**src/rtl/mem_pkg.sv**
```systemverilog
// Shared definitions for the data-memory access unit: load/store type codes,
// FSM state encoding and the store lane-steering helpers.
package mem_pkg;

    localparam logic [2:0] LD_HU = 3'd1;
    localparam logic [2:0] LD_H  = 3'd2;
    localparam logic [2:0] LD_BU = 3'd3;
    localparam logic [2:0] LD_B  = 3'd4;
    localparam logic [2:0] LD_W  = 3'd5;

    localparam logic [1:0] ST_H  = 2'd1;
    localparam logic [1:0] ST_B  = 2'd2;
    localparam logic [1:0] ST_W  = 2'd3;

    typedef enum logic [1:0] {
        S_IDLE = 2'd0,
        S_REQ  = 2'd1,
        S_RESP = 2'd2
    } state_e;

    // Byte enables of a store; type 0 and unknown types behave as a word store.
    function automatic logic [3:0] store_be(input logic [1:0] st, input logic [1:0] lane);
        logic [3:0] be;
        case (st)
            ST_B:    be = 4'b0001 << lane;
            ST_H:    be = lane[1] ? 4'b1100 : 4'b0011;
            ST_W:    be = 4'b1111;
            default: be = 4'b1111;
        endcase
        return be;
    endfunction

    // Replicate the right-justified store data onto every lane it may land in.
    function automatic logic [31:0] store_data(input logic [1:0] st, input logic [31:0] wdata);
        logic [31:0] d;
        case (st)
            ST_B:    d = {4{wdata[7:0]}};
            ST_H:    d = {2{wdata[15:0]}};
            ST_W:    d = wdata;
            default: d = wdata;
        endcase
        return d;
    endfunction

    // Alignment violation: halves need addr[0]=0, words (and unknown codes) addr[1:0]=0.
    function automatic logic misaligned(input logic we, input logic [2:0] ld,
                                        input logic [1:0] st, input logic [1:0] lane);
        logic bad;
        if (we) begin
            case (st)
                ST_B:    bad = 1'b0;
                ST_H:    bad = lane[0];
                default: bad = (lane != 2'b00);
            endcase
        end else begin
            case (ld)
                LD_BU, LD_B: bad = 1'b0;
                LD_HU, LD_H: bad = lane[0];
                default:     bad = (lane != 2'b00);
            endcase
        end
        return bad;
    endfunction

endpackage

```
**src/rtl/mem_access_unit_load_extend.sv**
```systemverilog
// Combinational load-data extraction: picks the byte/half lane out of the
// memory word and zero- or sign-extends it to 32 bits.
module load_extend
    import mem_pkg::*;
(
    input  logic [2:0]  ld_type,
    input  logic [1:0]  lane,
    input  logic [31:0] word,
    output logic [31:0] result
);

    logic [7:0]  byte_s;
    logic [15:0] half_s;

    // Select the addressed byte and halfword lanes.
    always_comb begin
        case (lane)
            2'd0:    byte_s = word[7:0];
            2'd1:    byte_s = word[15:8];
            2'd2:    byte_s = word[23:16];
            default: byte_s = word[31:24];
        endcase
        if (lane[1]) begin
            half_s = word[31:16];
        end else begin
            half_s = word[15:0];
        end
    end

    // Extend the selected lane according to the load type; unknown codes act as lw.
    always_comb begin
        case (ld_type)
            LD_BU:   result = {24'h00_0000, byte_s};
            LD_B:    result = {{24{byte_s[7]}}, byte_s};
            LD_HU:   result = {16'h0000, half_s};
            LD_H:    result = {{16{half_s[15]}}, half_s};
            LD_W:    result = word;
            default: result = word;
        endcase
    end

endmodule

```
**src/rtl/mem_access_unit.sv**
```systemverilog
// Load/store unit between the MEM stage and a multi-cycle data-memory port.
// Checks alignment and range, issues one memory request per legal access,
// waits (bounded) for the acknowledge and reports a one-cycle completion.
module mem_access_unit #(
    parameter logic [31:0] ADDR_LIMIT = 32'h0000_4000,
    parameter int          TIMEOUT    = 16
) (
    input  logic        clk,
    input  logic        reset,
    input  logic        op_valid,
    input  logic        op_we,
    input  logic [2:0]  op_ld,
    input  logic [1:0]  op_st,
    input  logic [31:0] op_addr,
    input  logic [31:0] op_wdata,
    output logic        stall,
    output logic        done,
    output logic [31:0] rdata,
    output logic        exc_adel,
    output logic        exc_ades,
    output logic        exc_bus,
    output logic        mem_req,
    output logic        mem_we,
    output logic [31:0] mem_addr,
    output logic [3:0]  mem_be,
    output logic [31:0] mem_wdata,
    input  logic        mem_ack,
    input  logic [31:0] mem_rdata
);
    import mem_pkg::*;

    localparam int          CW       = $clog2(TIMEOUT);
    localparam logic [CW-1:0] CNT_LAST = CW'(TIMEOUT - 1);

    state_e        state_r;
    state_e        state_nx_s;
    logic          we_r;
    logic [2:0]    ld_r;
    logic [31:0]   addr_r;
    logic [3:0]    be_r;
    logic [31:0]   wdata_r;
    logic [CW-1:0] cnt_r;
    logic [31:0]   rdata_r;
    logic          exc_adel_r;
    logic          exc_ades_r;
    logic          exc_bus_r;
    logic          illegal_s;
    logic [31:0]   ext_s;

    load_extend u_load_extend (
        .ld_type (ld_r),
        .lane    (addr_r[1:0]),
        .word    (mem_rdata),
        .result  (ext_s)
    );

    // Legality of the operation currently presented by the pipeline.
    always_comb begin
        illegal_s = misaligned(op_we, op_ld, op_st, op_addr[1:0]) | (op_addr >= ADDR_LIMIT);
    end

    // State register.
    always_ff @(posedge clk) begin
        if (reset) begin
            state_r <= S_IDLE;
        end else begin
            state_r <= state_nx_s;
        end
    end

    // Next-state logic: illegal accesses skip the memory and complete directly.
    always_comb begin
        state_nx_s = state_r;
        case (state_r)
            S_IDLE: begin
                if (op_valid) begin
                    state_nx_s = illegal_s ? S_RESP : S_REQ;
                end else begin
                    state_nx_s = S_IDLE;
                end
            end
            S_REQ: begin
                if (mem_ack || (cnt_r == CNT_LAST)) begin
                    state_nx_s = S_RESP;
                end else begin
                    state_nx_s = S_REQ;
                end
            end
            S_RESP:  state_nx_s = S_IDLE;
            default: state_nx_s = S_IDLE;
        endcase
    end

    // Operation latch, wait counter, load result and exception flags.
    always_ff @(posedge clk) begin
        if (reset) begin
            we_r       <= 1'b0;
            ld_r       <= 3'd0;
            addr_r     <= 32'h0000_0000;
            be_r       <= 4'b0000;
            wdata_r    <= 32'h0000_0000;
            cnt_r      <= '0;
            rdata_r    <= 32'h0000_0000;
            exc_adel_r <= 1'b0;
            exc_ades_r <= 1'b0;
            exc_bus_r  <= 1'b0;
        end else begin
            case (state_r)
                S_IDLE: begin
                    cnt_r      <= '0;
                    rdata_r    <= 32'h0000_0000;
                    exc_bus_r  <= 1'b0;
                    exc_adel_r <= op_valid & illegal_s & ~op_we;
                    exc_ades_r <= op_valid & illegal_s & op_we;
                    if (op_valid) begin
                        we_r    <= op_we;
                        ld_r    <= op_ld;
                        addr_r  <= op_addr;
                        be_r    <= op_we ? store_be(op_st, op_addr[1:0]) : 4'b1111;
                        wdata_r <= op_we ? store_data(op_st, op_wdata) : 32'h0000_0000;
                    end
                end
                S_REQ: begin
                    if (mem_ack) begin
                        rdata_r <= we_r ? 32'h0000_0000 : ext_s;
                    end else if (cnt_r == CNT_LAST) begin
                        exc_bus_r <= 1'b1;
                    end else begin
                        cnt_r <= cnt_r + CW'(1);
                    end
                end
                S_RESP: begin
                    cnt_r <= '0;
                end
                default: begin
                    cnt_r <= '0;
                end
            endcase
        end
    end

    assign done      = (state_r == S_RESP);
    assign mem_req   = (state_r == S_REQ);
    assign stall     = op_valid & ~done;
    assign rdata     = rdata_r;
    assign exc_adel  = exc_adel_r;
    assign exc_ades  = exc_ades_r;
    assign exc_bus   = exc_bus_r;
    assign mem_we    = we_r;
    assign mem_addr  = {addr_r[31:2], 2'b00};
    assign mem_be    = be_r;
    assign mem_wdata = wdata_r;

endmodule

```
**config.mk**
```make
export PLATFORM = sky130hd
export DESIGN_NAME = mem_access_unit
export DESIGN_NICKNAME = d
export VERILOG_FILES = /design/src/rtl/mem_pkg.sv /design/src/rtl/mem_access_unit_load_extend.sv /design/src/rtl/mem_access_unit.sv
export SDC_FILE = /design/constraint.sdc
export NUM_CORES = 1
export LEC_CHECK = 0
export ABC_AREA = 1
export BUFFER_PORTS_ARGS = -buffer_cell sky130_fd_sc_hd__buf_2
export CORE_ASPECT_RATIO = 1.5
export CORE_MARGIN = 8
export CORE_UTILIZATION = 50
export DETAILED_ROUTE_END_ITERATION = 10
export GPL_TIMING_DRIVEN = 0
export PLACE_DENSITY = 0.85
export SETUP_SLACK_MARGIN = 0.1
export SLEW_MARGIN = 20
export SYNTH_ARGS = -nofsm -noshare
export SYNTH_HDL_FRONTEND = slang
export SYNTH_SLANG_ARGS = --single-unit
```
**constraint.sdc**
```tcl
create_clock -name clk -period 1.7 [get_ports clk]
set_input_delay 0.34 -clock clk [delete_from_list [all_inputs] [get_ports clk]]
set_output_delay 0.34 -clock clk [all_outputs]
set_load 0.005 [all_outputs]
```
* Yosys cells after proc, flatten, opt, wreduce, memory -nomap -nowiden
Index checks and enable logic that the tools add are counted.
** Cells by class
- Add/sub/neg operators :: 1
- $lt $le $gt $ge :: 1
- Eq/ne operators :: 18
- Shifts and indexed selects :: 1
- Muxes and demuxes :: 21
- Bitwise gates (word level) :: 10
- Reductions and logical operators :: 12
** Operator list (number)
- $pmux 32 s2 :: 2
- $pmux 32 s4 :: 1
- $mux 32 :: 3
- $ge 32x15->1 const B :: 1
- $pmux 8 s3 :: 1
- $mux 16 :: 1
- $eq 3x2->1 const B :: 4
- $mux 4 :: 2
- $pmux 4 s2 :: 1
- $eq 2x1->1 const B :: 3
- $eq 2x2->1 const B :: 3
- $eq 3x1->1 const B :: 2
- $eq 3x3->1 const B :: 2
- $mux 2 :: 3
- $pmux 1 s2 :: 3
- $reduce_and 2->1 :: 3
- $reduce_or 2->1 :: 3
- $not 1->1 :: 5
- $add 4x1->4 const B :: 1
- $and 1x1->1 :: 4
- $eq 4x4->1 const B :: 1
- $logic_not 2->1 :: 2
- $ne 2x1->1 const B :: 2
- $pmux 2 s2 :: 1
- 7 further kinds :: 10
** Storage, ports and cells
- Bits in registers :: 113
- Output and inout port bits :: 107
- Word-level logic and storage cells :: 75

* Depth between registers and ports, before layout
Gate-level depths: netlist of run 1.
- Depth in word-level cells :: 8
- Gate-level depth with buffers :: 11
- Mapped depth without buffers :: 10

* Cells and area by module
Synthesis of run 1 repeated with hierarchy kept, for this count alone.
** Second synthesis, totals
- Cell total of the unflattened synthesis :: 830
- Area, all modules :: 5947.0 um2
** Modules (own cells, without submodules)
- mem_access_unit :: instances 1, cells an instance 616, area each 4802.1 um2, sequential area each 2262.2 um2
- load_extend :: instances 1, cells an instance 214, area each 1144.8 um2, sequential area each 0.0 um2

* Worst setup path before layout of run 1
No wires, ideal clock.
- Path kind :: input to register
- Start point :: input port op_st[0]
- End point :: register wdata_r[31], in the netlist mem_wdata[31]
- Setup time :: 0.134 ns
- Arrival time :: 1.402 ns
- Required time :: 1.566 ns
- Path slack :: 0.165 ns
- Cell stages on the path :: 7
- Cell sequence :: inv_1 ha_1 buf_2 clkinv_1 clkbuf_1 o211ai_1 a21oi_1
** On the way
- Cells in the longest elaborated chain, start to end :: 3
- Elaborated cells between the ends (all ways) :: 4
- Classes of those cells :: 2 x eq/ne; 2 x mux
** Ends and longest elaborated chain
- from (decl) :: RTL line mem_access_unit.sv:13 : input logic [1:0] op_st,
- $eq 2x1->1 / $eq 2x2->1 (equally long branches) :: RTL line mem_pkg.sv:36 : case (st)
- $pmux 32 s2 (*) :: RTL line mem_pkg.sv:36
- $mux 32 (*) :: RTL line mem_access_unit.sv:120 : wdata_r <= op_we ? store_data(op_st, op_wdata) : 32'h0000_0000;
- to (signal assigned) :: RTL line mem_access_unit.sv:120
- to (decl) :: RTL line mem_access_unit.sv:41 : logic [31:0] wdata_r;
Every way passes the cells marked *; elsewhere a longest branch is shown, timed or not.
A chain may end at the register's enable or synchronous reset.

* Worst setup path after layout of run 1
- Start point :: register state_r[1]
- End point :: output port stall
** On the way
- Cells in the longest elaborated chain, start to end :: 3
** Ends and longest elaborated chain
- from (decl) :: RTL line mem_access_unit.sv:35 : state_e state_r;
- from (signal assigned) :: RTL line mem_access_unit.sv:67 : state_r <= state_nx_s;
- $eq 2x2->1 :: RTL line mem_access_unit.sv:142 : assign done = (state_r == S_RESP);
- $not 1->1 :: RTL line mem_access_unit.sv:144 : assign stall = op_valid & ~done;
- $and 1x1->1 :: RTL line mem_access_unit.sv:144
- to (decl) :: RTL line mem_access_unit.sv:16 : output logic stall,
No other way between the ends.

==> qor.yml, run 1 <==
grt:
  groute.usage.overall: 0.2489
  grt-ovfl-total: 0
  grt_pass1_vias: 6616
  grt_pass1_wl_mm: 31.31
  grt_max_degree: 17
  antenna_found_initial: 1
pwr:
  clkPwrFrac: 0.451
  p_int_w: 0.005452
  vdd_drop_max_v: 0.0007093
  p_sw_frac: 0.2827
  sequentialPowerShare: 0.372
  combPwrFrac: 0.177
  p_sw_w: 0.002149
  p_leak_nw: 3.989
  p_per_area_mw_per_mm2: 965.0
logic_synthesis:
  synth_seq_cells: 113
  synth_area_mm2: 0.005992
  yosysWarnings: 0
  ys_types: 36
  yosysSeqAreaShare: 0.3775
  synth_edf_count: 0
  synthFlopType: "dfxtp_1"
  synthCells: 906
  avgSynthCellArea_um2: 6.614
  async_reset_ff_frac: 0
cells_and_area:
  syn2layout_area_growth_pct: 31.45
  multi_input_area_mm2: 0.002885
  layout.cells.non_filler: 1302
  final_area_mm2: 0.007876
  layout-drive-gt1-share: 0.2962
  n_fill_cell: 1136
  regArea_mm2: 0.002267
  utilization: 0.6656
  layout.nets: 1245
clocking:
  clock_latency_ps: 410
  root_buffer: "clkbuf_16"
  cts.reportedPaths.clkPinSlew_ps: 50
  cts_buffers: 17
  clock_path_buffers: 2
  cts_max_level: 4
  ctsHoldBuffers: 0
  cts_tree: "done"
  clkSinkCount: 113
critical_path:
  worstSetupPathType: "register to output pin"
  worst_ep_arrival_time_ps: 1180
  slowest_stage: "dfxtp_4"
  end_kind: "output pin"
  path_max_fanout: 5
  start_kind: "register"
  cp-endpoint: "stall"
  r2r_start: "addr_r[1]"
  crit-reg2reg-capture: "rdata[23]"
  crit_start: "state_r[1]"
  crit_chain: "inv_2, nor2_2, nor2_1, buf_2"
  r2r_slack_ps: 200
  slowest_delay_ps: 390
  critical_path_buf_inv_count: 2
  ff2ff_path_depth: 8
  critPathRequiredTime_ps: 1360
  cp.depth: 4
  crit_family: "flip-flops"
die:
  ioPinCount: 213
  fp.dieArea_mm2: 0.01582
  die_width_um: 105.4
  die_y_um: 150.1
  start_util: 0.5064
  rows: 49
  coreArea_mm2: 0.01183
timing:
  min_period_ps: 1516
  min_period_over_period: 0.8918
  setup_tns_ps: 0
  tightest_slew_ps: 748.1
  rsz0062_at_grt: "true"
  fmax_mhz: 659.6
  hold_viol: 0
  whs_ps: 187.2
  skew_ps: 7.665
  slew_headroom: 0.5013
  slew_viol_final: 0
  setup_violations: 0
routing:
  avgViaCountPerCell: 5.022
  drc: 0
  drt_iter0_drc: 267
  ant_nets: 0
  wl_per_cell_um: 15.45
  drt_pass1_iterations: 5
  drt-total-wl_mm: 20.11
  vias: 6539
place:
  place_hpwl_mm: 15.98
  placed_cell_area_mm2: 0.007233
  place_congestion: 0.9858
  io_buffers: 209
  dp.cells: 1269
hold_path:
  holdCritPathClass: "input port to register"
  min_path_cells: 3
flow_run:
  drv_cap: 0
status:
  status: "finished, final reports clean"
## synth_stat cells (all sizes together) (3+ instances only)
cell	count	area (µm²)
a21oi	107	573.1
nand3	24	150.1
clkinv	12	45.04
o21ai	54	270.3
nand2	266	1021
ha	3	37.54
nor2	111	440.4
o211ai	31	232.7
a31oi	3	18.77
buf	53	392.9
clkbuf	26	97.59
dfxtp	113	2262
inv	90	347.8
## repair_timing
| action | in CTS | in global routing |
|---|---|---|
| setup buffers | 0 | 1 |
| setup endpoints to repair | 31 | 92 |
| resized for setup | 2 | 33 |
| pin swaps | 0 | 3 |
## routing by layer
metal / track usage / up-vias / wire length [µm] / part of all wire
met5: 0 / - / 0 / 0
met4: 0.1240 / 0 / 782 / 0.039
met3: 0.08836 / 59 / 1670 / 0.083
met2: 0.4646 / 249 / 10500 / 0.52
met1: 0.2334 / 2943 / 7160 / 0.36
li1: - / 3288 / - / -
## worst min path at each step
stage | from | to | slack (ps)
after detailed placement | mem_wdata[6] | mem_wdata[6] | 450
after global routing | op_addr[29] | addr_r[29] | 200
after floorplan | addr_r[11] | addr_r[11] | 460
after global placement | mem_wdata[31] | mem_wdata[31] | 450
after CTS | op_addr[31] | addr_r[31] | 170
final | op_addr[30] | addr_r[30] | 190
## power by group through the flow
stage / clock network (W) / registers [W] / logic [W]
floorplan: 0 / 0.00288 / 0.000825
finish: 0.00343 / 0.00283 / 0.00135
detailed placement: 0 / 0.00288 / 0.00132
CTS: 0.00346 / 0.00283 / 0.00132
global route: 0.00356 / 0.00284 / 0.00149
global placement: 0 / 0.00288 / 0.00130
## kinds of logic after synthesis
family,synth area share
compound gates,0.1865
buf+inv,0.1474
flops,0.3775
simple gates,0.2802
fa+ha+maj,0.006265
other cells,0.0006258
xor+xnor,0.001462
## tightest hold or removal path, cell delays in order
cell and delay, ps:
buf_2 90, inv_1 60, a21oi_1 60
## cell usage in the layout, fill, tap and decap left out, drive strengths merged, types with 16 or more instances in the layout
cell    Yosys  final
o211ai     31     31
o21ai      54     54
nor2      111    111
nand3      24     24
dfxtp     113    113
inv        90     91
clkinv     12     16
nand2     266    266
clkbuf     26     45
a21oi     107    107
buf        53    262
## stage by stage
| step | total power [W] | setup WS (ps) |
|---|---|---|
| CTS | 0.007610 | 91.65 |
| floorplan | 0.003702 | 164.7 |
| detailed placement | 0.004197 | -272.4 |
| global route | 0.007892 | 83.04 |
| finish | 0.007601 | 184.0 |
| global placement | 0.004175 | -250.4 |
## registers in the layout, indices dropped and copies added (netlist names)
register,flops
addr_r,32
mem_wdata,32
rdata,32
cnt_r,4
mem_be,4
ld_r,3
state_r,2
exc_adel,1
exc_ades,1
exc_bus,1
mem_we,1
## cell type report
type | instances | area share
multi-input combinational | 613 | 0.3663
sequential | 113 | 0.2878
timing repair buffer | 210 | 0.1338
buffer | 79 | 0.06465
clock buffer | 18 | 0.05449
inverter | 102 | 0.05068
tap | 153 | 0.02431
clock inverter | 13 | 0.01763
antenna | 1 | 0.0003177
Power figures use the tool's default switching activity.
==> run 2, diff against run 1 <==
ABC_AREA = default   (was 1)
CORE_UTILIZATION = 49   (was 50)
==> run 2 against run 1 <==
Net effect: the run now ends with setup timing left; critical endpoint is now rdata[6]; global-route usage is 0.56 points higher; largest power group unchanged; register-to-register slack worse by 220 ps; clock power is 5.8% higher; maximum frequency is 12% lower.
==> qor.yml, run 2 <==
grt:
  grt_pass1_wl_mm: 30.27
  groute.usage.overall: 0.2545
  antenna_found_initial: 1
  grt-ovfl-total: 0
  grt_max_degree: 17
  grt_pass1_vias: 6190
routing:
  drt_pass1_iterations: 8
  wl_per_cell_um: 18.44
  drc: 0
  ant_nets: 0
  drt_iter0_drc: 373
  vias: 6245
  avgViaCountPerCell: 5.641
  drt-total-wl_mm: 20.41
pwr:
  vdd_drop_max_v: 0.0007979
  p_leak_nw: 3.639
  p_sw_frac: 0.2836
  p_per_area_mw_per_mm2: 976.6
  combPwrFrac: 0.159
  p_sw_w: 0.002168
  p_int_w: 0.005476
  clkPwrFrac: 0.475
  sequentialPowerShare: 0.366
cells_and_area:
  multi_input_area_mm2: 0.002978
  layout.nets: 1055
  syn2layout_area_growth_pct: 40.71
  regArea_mm2: 0.002265
  layout_commonest_cell: "buf_2"
  utilization: 0.7080
  layout_common_cells: "217 x buf_2, 125 x nand2_1, 111 x dfxtp_1"
  layout-drive-gt1-share: 0.3962
  n_fill_cell: 939
timing:
  skew_ps: 8.537
  setup_violations: 1
  hold_viol: 0
  setup_ws_ps: -23.30
  rsz0062_at_grt: "true"
  setup_tns_ps: -23.30
  whs_ps: 156.2
  min_period_over_period: 1.014
  fmax_mhz: 580.3
  min_period_ps: 1723
  slew_viol_final: 0
  tightest_slew_ps: 680.8
  slew_headroom: 0.5462
critical_path:
  r2r_start: "addr_r[1]"
  path_max_fanout: 8
  crit_start: "addr_r[1]"
  start_kind: "register"
  critPathRequiredTime_ps: 2010
  end_kind: "register"
  worstSetupPathType: "register to register"
  worst_ep_arrival_time_ps: 2030
logic_synthesis:
  synth_seq_cells: 113
  synth_top_cell_area_share: 0.4067
  synthFlopType: "dfxtp_1"
  yosysTopAreaCell: "dfxtp_1"
  avgSynthCellArea_um2: 7.902
  synth.most_common_cell: "nand2_1"
  synth_commonest_cells: "125 x nand2_1, 113 x dfxtp_1, 80 x o21ai_0, 77 x a21oi_1, 51 x nor2_1"
  yosysSeqAreaShare: 0.4067
  yosysWarnings: 0
  async_reset_ff_frac: 0
  synth_edf_count: 0
  ys_types: 57
  synthCells: 704
  yosys-top-cells-area: "dfxtp_1 41%, nand2_1 8.4%, o21ai_0 7.2%"
  synth_area_mm2: 0.005563
place:
  place_congestion: 0.8909
  io_buffers: 209
  place_hpwl_mm: 14.62
die:
  die_width_um: 103.0
  fp.dieArea_mm2: 0.01509
  ioPinCount: 213
  rows: 47
  die_y_um: 146.5
  coreArea_mm2: 0.01106
  start_util: 0.5032
status:
  status: "finished with violations"
  violations: "setup timing"
clocking:
  root_buffer: "clkbuf_16"
  clkSinkCount: 113
  clock_path_buffers: 2
  clock_latency_ps: 420
  cts_max_level: 4
  ctsHoldBuffers: 0
  cts_tree: "done"
  cts.reportedPaths.clkPinSlew_ps: 60
  cts_buffers: 17
hold_path:
  holdCritPathClass: "input port to register"
  min-delay-start: "op_addr[8]"
flow_run:
  drv_cap: 0
==> run 2: cell types whose count changed in the layout (fill, tap and decap cells not counted), moves of 10 or more <==
cell	before	now
o211ai_1	31	2
inv_1	84	5
nand3_1	21	9
nor2b_1	0	10
nand2_1	257	125
o21ai_0	51	70
clkinv_1	11	0
o21ai_2	0	13
a21oi_2	10	0
mux2_4	0	11
a21oi_1	97	77
nor2_1	105	46
==> run 2: cells by family after synthesis <==
logic type / synth area share
AO/OA/AOI/OAI: 0.2528
XOR/XNOR: 0.006299
adder cells (fa/ha/maj): 0.008548
buffers and inverters: 0.09334
flip-flops: 0.4067
multiplexers: 0.03554
other: 0.0006741
AND/OR/NAND/NOR: 0.1961
==> run 2: path summary, 6_finish.rpt <==
path,endpoint,slack [ps],cells past startpoint
min reg2reg,rdata[18],440,2
max reg2reg,rdata[6],-20,6
min,addr_r[8],160,3
max,rdata[6],-20,6
==> run 2: power by group through the flow <==
stage	clock network (W)	registers (W)	logic (W)
3_5_place_dp	0	0.00285	0.00105
4_1_cts	0.00364	0.00280	0.00109
2_1_floorplan	0	0.00285	0.000616
5_1_grt	0.00377	0.00281	0.00131
6_report	0.00363	0.00280	0.00121
3_3_place_gp	0	0.00285	0.00103
==> run 2: area by class of cell <==
cell class	instances	share of cell area
Clock inverter	15	0.02174
Tap cell	147	0.02350
Inverter	7	0.003836
Multi-Input combinational cell	496	0.3804
Sequential cell	113	0.2893
Timing Repair Buffer	222	0.1490
Clock buffer	17	0.05435
Antenna cell	1	0.0003197
Buffer	89	0.07753
==> run 2: critical path, cell delays in order (launching register included) <==
cell and delay, ps:
dfxtp_2 330, buf_8 150, buf_4 120, mux2_2 330
a222oi_1 350, a21oi_1 150, a22o_1 200
==> run 2: through the flow <==
stage	total power [W]	std cells	instance area, µm²	setup slack (ps)
global placement	0.003884	1061	6812	-374.0
floorplan	0.003469	705	5582	101.6
finish	0.007644	1107	7828	-23.30
detailed placement	0.003906	1061	6812	-382.1
CTS	0.007533	1099	7545	1.102
global route	0.007894	1107	7828	-25.69
==> run 2: timing repair <==
action,CTS,global route
pin swaps,7,29
resized for setup,35,98
cloned,1,1
buffers inserted,5,6
endpoints found under the setup margin,104,109
==> run 2: layer usage <==
layer  GRT usage  part of all wire  vias up  wire (µm)
met5           0                 0        -          0
li1            -                 -     2943          -
met3     0.08901              0.11       82       2182
met2      0.4582              0.51      360      10450
met1      0.2444              0.33     2860       6687
met4      0.1265             0.053        0       1092
==> run 3, diff against run 2 <==
CORE_UTILIZATION = 50   (was 49)
SYNTH_HIERARCHICAL = 1   (was default)
==> run 3 against run 2 <==
Net effect: the flow still finishes with violations (setup timing); register-to-register slack worse by 90 ps; sequential cell count unchanged; sequential power about the same; critical path depth up 3; wire length up 14%; combinational power up 24%; setup slack worse by 93 ps; count of clock-buffer cells in the layout up 6; die area up 3.7%; total power up 11%; largest power group unchanged; highest routed layer is now met5.
==> qor.yml, run 3 <==
clocking:
  cts_buffers: 17
  ctsHoldBuffers: 0
  root_buffer: "clkbuf_16"
  cts_tree: "done"
  cts.reportedPaths.clkPinSlew_ps: 50
  cts_max_level: 4
  clkSinkCount: 113
  clock_latency_ps: 410
  clock_path_buffers: 2
cells_and_area:
  layout_commonest_cell: "buf_2"
  layout.nets: 1105
  layout_common_cells: "217 x buf_2, 118 x nand2_1, 107 x dfxtp_1"
  layout-drive-gt1-share: 0.4192
  syn2layout_area_growth_pct: 44.56
  n_antenna_cell: 0
critical_path:
  path_max_fanout: 5
  crit_top_cell: "buf_6"
  critPathRequiredTime_ps: 1970
  ff2ff_path_depth: 9
  start_kind: "register"
  worstSetupPathType: "register to register"
  crit_chain: "buf_12, mux2i_4, nor3_4, o21ai_2, buf_6, buf_6, o2111ai_2, a22oi_1, nor2_1"
  slowest_stage: "dfxtp_2"
  crit-reg2reg-capture: "rdata[24]"
  r2r_start: "addr_r[0]"
  end_kind: "register"
  slowest_delay_ps: 350
  worst_ep_arrival_time_ps: 2080
  r2r_slack_ps: -120
timing:
  hold_viol: 0
  whs_ps: 172.8
  fmax_mhz: 550.7
  slew_headroom: 0.5915
  setup_violations: 15
  tightest_slew_ps: 612.7
  skew_ps: 8.453
  min_period_ps: 1816
  slew_viol_final: 0
  setup_ws_ps: -115.9
  min_period_over_period: 1.068
  rsz0062_at_grt: "true"
logic_synthesis:
  yosysTopAreaCell: "dfxtp_1"
  yosysSeqAreaShare: 0.3822
  synth_top_cell_area_share: 0.3822
  synth_area_mm2: 0.005919
  async_reset_ff_frac: 0
  ys_types: 54
  synthFlopType: "dfxtp_1"
  synth_edf_count: 0
  yosys-top-cells-area: "dfxtp_1 38%, a21oi_1 7.8%, nand2_1 7.6%"
  yosysWarnings: 6
  synth.most_common_cell: "nand2_1"
  synth_seq_cells: 113
  avgSynthCellArea_um2: 7.956
  synthCells: 744
  synth_commonest_cells: "120 x nand2_1, 113 x dfxtp_1, 92 x a21oi_1, 75 x nor2_1, 36 x clkbuf_1"
place:
  io_buffers: 210
  place_ws_ps: -386.5
  place_congestion: 0.9855
  place_hpwl_mm: 16.47
grt:
  grt_pass1_vias: 6670
  groute.usage.overall: 0.2753
  grt_pass1_wl_mm: 34.28
  grt-ovfl-total: 0
  antenna_found_initial: 1
  grt_max_degree: 17
status:
  violations: "setup timing"
  status: "finished with violations"
die:
  rows: 48
  ioPinCount: 213
  coreArea_mm2: 0.01153
  start_util: 0.5133
  die_width_um: 104.8
  fp.dieArea_mm2: 0.01565
  die_y_um: 149.3
hold_path:
  min-delay-start: "op_addr[6]"
  holdCritPathClass: "input port to register"
  holdPathEnd: "addr_r[6]"
  min_path_cells: 3
pwr:
  clkPwrFrac: 0.490
  p_sw_w: 0.002134
  combPwrFrac: 0.178
  p_sw_frac: 0.2524
  p_leak_nw: 3.839
  sequentialPowerShare: 0.332
  p_int_w: 0.006320
  vdd_drop_max_v: 0.0006349
  p_per_area_mw_per_mm2: 988.0
routing:
  drc: 0
  drt-total-wl_mm: 23.26
  drt_iter0_drc: 482
  avgViaCountPerCell: 5.810
  drt_pass1_iterations: 5
  vias: 6734
  ant_nets: 0
  wl_per_cell_um: 20.07
flow_run:
  drv_cap: 0
## run 3: worst max-delay path by stage
| stage | from | endpoint | cells past startpoint |
|---|---|---|---|
| after floorplan | addr_r[0] | rdata[17] | 8 |
| after global routing | addr_r[0] | rdata[24] | 9 |
| after CTS | ld_r[0] | rdata[21] | 10 |
| final | addr_r[0] | rdata[24] | 9 |
| after detailed placement | op_st[0] | mem_wdata[14] | 8 |
| after global placement | op_st[0] | mem_wdata[14] | 8 |
## run 3: what timing repair did
item,4_1_cts,5_1_grt
cloned,3,2
endpoints found under the setup margin,62,99
setup buffers,15,3
resized for setup,60,79
pin swaps,27,37
## run 3: stage by stage
| step | TNS (ps) | util | total power [W] | area [µm²] | std cells |
|---|---|---|---|---|---|
| after floorplan | 0 | - | 0.003580 | 5929 | 745 |
| after CTS | -32.69 | 0.7126 | 0.008329 | 8217 | 1154 |
| after global routing | -2047 | 0.7421 | 0.008719 | 8557 | 1159 |
| after detailed placement | -8981 | 0.6216 | 0.004072 | 7168 | 1105 |
| after global placement | -7712 | 0.6216 | 0.004049 | 7168 | 1105 |
| final | -282.3 | 0.7421 | 0.008454 | 8557 | 1159 |
## run 3: layout make-up
| cell class | count | area [µm²] |
|---|---|---|
| repair buffers | 233 | 1285 |
| clock buffers | 23 | 488.0 |
| plain buffers | 93 | 660.6 |
| multi-input cells | 508 | 3347 |
| fillers | 866 | 2974 |
| well taps | 150 | 187.7 |
| inverters | 30 | 116.4 |
| clock inverters | 9 | 200.2 |
| flip-flops and latches | 113 | 2272 |
## run 3: logic make-up (layout without fill, tap and decap cells)
kind of cell | Yosys count | count (layout) | synth area share
adders and majority gates | 3 | 3 | 0.006342
DFF | 113 | 113 | 0.3822
muxes | 12 | 12 | 0.03551
AOI/OAI and AO/OA | 232 | 232 | 0.2655
and+or+nand+nor | 255 | 255 | 0.1900
xor gates and xnor gates | 4 | 4 | 0.005919
buffers and inverters | 124 | 388 | 0.1139
other | 1 | 2 | 0.0006335
## run 3: worst max-delay path, delay by kind of cell (launching register included)
family / cells / cell delay [ps]
compound gates: 3 / 500
buf+inv: 3 / 420
flops: 1 / 350
mux: 1 / 260
simple gates: 2 / 140
## run 3: metal layers
layer	global-route usage	up-vias	part of all wire
met5	0	-	0.00056
met4	0.1527	2	0.049
met3	0.09083	90	0.093
met2	0.5102	412	0.52
met1	0.2607	3119	0.33
li1	-	3111	-
## run 3: power groups by stage
stage,logic [W],registers [W],clock network [W]
6_report,0.00150,0.00280,0.00414
5_1_grt,0.00161,0.00282,0.00429
4_1_cts,0.00134,0.00280,0.00419
3_5_place_dp,0.00122,0.00285,0
3_3_place_gp,0.00120,0.00285,0
2_1_floorplan,0.000729,0.00285,0
